[src/rtl/wb_select_ctrl_pkg.sv]
// Shared types and constants for the write-back select sequencer.
package fm_wb_pkg;

  localparam int unsigned SEL_W  = 3;
  localparam int unsigned DATA_W = 8;
  localparam int unsigned CNT_W  = 8;

  localparam logic [SEL_W-1:0] SRC_MEM = 3'd5;
  localparam logic [SEL_W-1:0] SRC_MAX = 3'd5;

  typedef enum logic [1:0] {
    IDLE,
    SELECT,
    WAIT_MEM,
    WRITE
  } wb_state_t;

endpackage

[src/rtl/wb_timeout_cnt.sv]
// Clear/enable counter; done_c flags the last cycle before the count reaches MEM_TIMEOUT-1.
module wb_timeout_cnt
  import fm_wb_pkg::*;
#(
  parameter int unsigned MEM_TIMEOUT = 16
) (
  input  logic clk,
  input  logic rst_n,
  input  logic clr,
  input  logic en,
  output logic done_c
);

  logic [CNT_W-1:0] count;

  always_ff @(posedge clk or negedge rst_n) begin
    if (!rst_n) begin
      count <= '0;
    end else if (clr) begin
      count <= '0;
    end else if (en) begin
      count <= count + CNT_W'(1);
    end
  end

  // Asserted when the next increment would land on MEM_TIMEOUT-1.
  assign done_c = (count == CNT_W'(MEM_TIMEOUT - 2));

endmodule

[src/rtl/wb_select_ctrl.sv]
// Write-back sequencer: drives the 6:1 source mux select and issues one register-file write.
module wb_select_ctrl
  import fm_wb_pkg::*;
#(
  parameter int unsigned MEM_TIMEOUT = 16,
  parameter int unsigned RF_AW       = 3
) (
  input  logic              clk,
  input  logic              rst_n,
  input  logic              req_valid,
  output logic              req_ready,
  input  logic [SEL_W-1:0]  req_src,
  input  logic [RF_AW-1:0]  req_dest,
  output logic [SEL_W-1:0]  mux_ctrl,
  input  logic [DATA_W-1:0] mux_out,
  output logic              mem_req,
  input  logic              mem_valid,
  output logic              rf_we,
  output logic [RF_AW-1:0]  rf_waddr,
  output logic [DATA_W-1:0] rf_wdata,
  output logic              err,
  output logic              busy
);

  wb_state_t          state_q, state_d;
  logic [RF_AW-1:0]   dest_q, dest_d;
  logic [SEL_W-1:0]   mux_ctrl_d;
  logic               mem_req_d, rf_we_d, err_d;
  logic [RF_AW-1:0]   rf_waddr_d;
  logic [DATA_W-1:0]  rf_wdata_d;
  logic               cnt_clr, cnt_en, tmo_done;

  wb_timeout_cnt #(
    .MEM_TIMEOUT(MEM_TIMEOUT)
  ) u_timeout_cnt (
    .clk   (clk),
    .rst_n (rst_n),
    .clr   (cnt_clr),
    .en    (cnt_en),
    .done_c(tmo_done)
  );

  // Next-state and next-output logic.
  always_comb begin
    state_d    = state_q;
    dest_d     = dest_q;
    mux_ctrl_d = mux_ctrl;
    mem_req_d  = 1'b0;
    rf_we_d    = 1'b0;
    rf_waddr_d = rf_waddr;
    rf_wdata_d = rf_wdata;
    err_d      = 1'b0;
    cnt_clr    = 1'b0;
    cnt_en     = 1'b0;

    unique case (state_q)
      IDLE: begin
        if (req_valid) begin
          if (req_src <= SRC_MAX) begin
            dest_d     = req_dest;
            mux_ctrl_d = req_src;
            if (req_src == SRC_MEM) begin
              mem_req_d = 1'b1;
              cnt_clr   = 1'b1;
              state_d   = WAIT_MEM;
            end else begin
              state_d = SELECT;
            end
          end else begin
            err_d = 1'b1;
          end
        end
      end
      SELECT: begin
        rf_wdata_d = DATA_W'(mux_out[0]);
        rf_waddr_d = dest_q;
        rf_we_d    = 1'b1;
        state_d    = WRITE;
      end
      WAIT_MEM: begin
        // Data arriving on the final cycle still wins over the timeout.
        if (mem_valid) begin
          rf_wdata_d = mux_out;
          rf_waddr_d = dest_q;
          rf_we_d    = 1'b1;
          state_d    = WRITE;
        end else if (tmo_done) begin
          err_d   = 1'b1;
          state_d = IDLE;
        end else begin
          cnt_en = 1'b1;
        end
      end
      WRITE: begin
        state_d = IDLE;
      end
      default: begin
        state_d = IDLE;
      end
    endcase
  end

  always_ff @(posedge clk or negedge rst_n) begin
    if (!rst_n) begin
      state_q   <= IDLE;
      dest_q    <= '0;
      mux_ctrl  <= '0;
      mem_req   <= 1'b0;
      rf_we     <= 1'b0;
      rf_waddr  <= '0;
      rf_wdata  <= '0;
      err       <= 1'b0;
      busy      <= 1'b0;
      req_ready <= 1'b1;
    end else begin
      state_q   <= state_d;
      dest_q    <= dest_d;
      mux_ctrl  <= mux_ctrl_d;
      mem_req   <= mem_req_d;
      rf_we     <= rf_we_d;
      rf_waddr  <= rf_waddr_d;
      rf_wdata  <= rf_wdata_d;
      err       <= err_d;
      busy      <= (state_d != IDLE);
      req_ready <= (state_d == IDLE);
    end
  end

endmodule
[config.mk]
export PLATFORM = sky130hd
export DESIGN_NAME = wb_select_ctrl
export DESIGN_NICKNAME = d
export VERILOG_FILES = /design/src/rtl/wb_select_ctrl_pkg.sv /design/src/rtl/wb_timeout_cnt.sv /design/src/rtl/wb_select_ctrl.sv
export SDC_FILE = /design/constraint.sdc
export NUM_CORES = 1
export LEC_CHECK = 0
export ABC_CLOCK_PERIOD_IN_PS = 1600
export CAP_MARGIN = 20
export CORE_MARGIN = 2
export CORE_UTILIZATION = 25
export DETAILED_ROUTE_END_ITERATION = 7
export PLACE_DENSITY = 0.45
export SLEW_MARGIN = 20
export SYNTH_ARGS = -nofsm -noshare
export SYNTH_HDL_FRONTEND = slang
export SYNTH_SLANG_ARGS = --single-unit
[constraint.sdc]
create_clock -name clk -period 1.6 [get_ports clk]
set_clock_uncertainty 0.05 [all_clocks]
set_input_delay 0.32 -clock clk [delete_from_list [all_inputs] [get_ports clk]]
set_output_delay 0.32 -clock clk [all_outputs]
set_load 0.03 [all_outputs]
==> flow_summary.ini <==
[grt]
grt_first_pass_wirelength_mm = 5.84
grt_pass1_vias = 1281
grt_max_degree = 19
gr-usage-all-layers_pct = 11.5
gr-total-overflow = 0
grt_antenna_before_repair = 0

[timing]
fin_crit_ns = 1.64
max-slew-margin-rel_pct = 67.1
finalHoldViolations = 0
fmax_ghz = 0.609
worstMarginPinSlew_ns = 0.492
layout_setup_ws_ns = -0.0420
post-route-period-util_pct = 103
slew_viol_final = 0
setup_viol = 3
rsz0062_at_grt = yes

[route]
via_per_inst = 4.42
wl_met2_mm = 1.85
drc = 0
ant_nets = 0
wl_mm = 3.58
wl_met1_mm = 1.56
drtIter0Drc = 31
wl_met3_um = 132
num_vias = 1202
wl_per_cell_um = 13.2
highest_layer = met4
first_pass_iters = 4

[finish]
finish.utilization_pct = 39.0
fin_nets = 219
layout_common_cells = 31 x dfrtp_1, 25 x buf_4, 18 x dlygate4sd2_1
n_fill_cell = 587
syn2layout_area_growth_pct = 50.9
n_antenna_cell = 0
final_common_cell = dfrtp_1
drive_gt1_share_pct = 33.0

[setup_path]
worstSetupEndpointType = flip-flop
path_max_fanout = 4
critPathKind = flip-flop to flip-flop
worst_ep_required_time_ns = 1.75
critical_path_arrival_ns = 1.80
startpoint_type = flip-flop

[logic_synthesis]
yosys_most_used_dff = dfrtp_1
seq_area_frac_synth_pct = 52.4
syn_inst = 132
avgSynthCellArea_um2 = 11.6
synth-seq-cells = 32
synth-async-reset-ratio_pct = 100
synth_edf_count = 0
yosysWarnings = 0
synth_nets = 155
synth_cell_types = 36
synth_area_um2 = 1530

[clock_network]
cts_tree = built
ctsLongestPathBuffers = 2
cts.sinks = 32
clk_latency_ns = 0.28
clkTransAtPathRegs_ns = 0.07
cts_root_buf = clkbuf_8
htree_num_levels = 2
numCtsBuffers = 5
holdBufCountCts = 0

[floorplan]
die_w_um = 82.2
io_pins = 37
dieArea_um2 = 6760
initial_utilization_pct = 25.8
coreArea_um2 = 5920
rows = 28
die_h_um = 82.2

[status]
violations = setup timing
status = finished, violations left

[hold_path]
hold_path_class = input pin to async pin

[power_and_ir_drop]
ir_worst_vdd_mv = 0.871
p_leak_nw = 1.06
cellPowerDensity_nw_per_um2 = 1880
power_w = 0.00433

[placement]
hpwl_mm = 2.65
gp_congestion = 0.794
port_buffers = 36

[job]
cap_violations = 0
==> cells in the mapped netlist (all sizes together), types with 3 or more instances <==
cell type	n	area, um^2
a21oi	6	33.8
nand2	10	37.5
a211oi	3	22.5
inv	8	30.0
xnor2	5	43.8
ha	5	62.6
dfrtp	31	776
mux2	15	169
nor2	10	37.5
a22o	7	61.3
nand3	3	15.0
==> repair_timing <==
action	in CTS	in global routing
pin swaps	0	3
endpoints found under the setup margin	26	20
gates resized for setup	21	15
buffers inserted	1	3
==> power by group <==
group	internal (W)	switching, W
registers	0.00115	0.000215
logic	0.00106	0.00116
clock network	0.000462	0.000289
total	0.00267	0.00167
==> cells by family (layout without fill, tap and decap cells) <==
| kind of cell | count (synthesis) | in the layout | share of synthesized area, % |
|---|---|---|---|
| compound gates | 24 | 24 | 11.4 |
| xor+xnor | 6 | 6 | 3.43 |
| fa+ha+maj | 5 | 5 | 4.09 |
| buf+inv | 12 | 77 | 3.92 |
| flops | 32 | 32 | 52.4 |
| mux | 16 | 16 | 11.7 |
| simple gates | 37 | 37 | 13.0 |
==> area by class of cell <==
type / instances / area [um^2] / area share (%)
clock buffer: 6 / 72.6 / 3.14
clock inverter: 2 / 35.0 / 1.52
inverter: 8 / 30.0 / 1.30
multi-input combinational: 88 / 751 / 32.5
sequential: 32 / 802 / 34.7
tap: 75 / 93.8 / 4.06
timing repair buffer: 61 / 526 / 22.8
==> through the flow <==
step                      TNS, ns  std cells  setup WS, ns  hold WS [ns]  area, um^2
after floorplan            -0.160        132        -0.111       -0.0256        1540
after global placement      -2.61        260        -0.225         0.429        2120
after detailed placement    -2.96        260        -0.236         0.444        2120
after CTS                 -0.0406        269       -0.0406         0.357        2220
after global routing       -0.658        272        -0.136         0.368        2310
final                     -0.0795        272       -0.0420         0.347        2310
==> per-layer routing <==
layer / up-vias / GRT usage, %
li1: 589 / -
met1: 587 / 14.1
met2: 20 / 18.7
met3: 6 / 3.59
met4: 0 / 4.83
met5: - / 0
==> final timing paths <==
path	depth (start not counted)	end	start	slack (ns)
min reg2reg	1	mux_ctrl[1]	mux_ctrl[1]	0.46
min	2	busy	rst_n	0.35
min in group clk	1	mux_ctrl[1]	mux_ctrl[1]	0.46
max in group asynchronous	2	req_ready	rst_n	0.91
max reg2reg	6	u_timeout_cnt.count[4]	state_q[0]	-0.04
max	6	u_timeout_cnt.count[4]	state_q[0]	-0.04
==> worst max-delay path, stage by stage (launching register included) <==
cell	delay [ns]
dfrtp_1	0.39
inv_2	0.08
ha_4	0.16
nand2b_4	0.06
or3_4	0.32
or3b_1	0.39
a21oi_2	0.12
==> state kept, by name, summed over array words and instances (netlist names) <==
register,count
busy,1
dest_q,3
err,1
mem_req,1
mux_ctrl,3
req_ready,1
rf_waddr,3
rf_wdata,8
rf_we,1
state_q,2
u_timeout_cnt.count,8
Power figures use the tool's default switching activity.
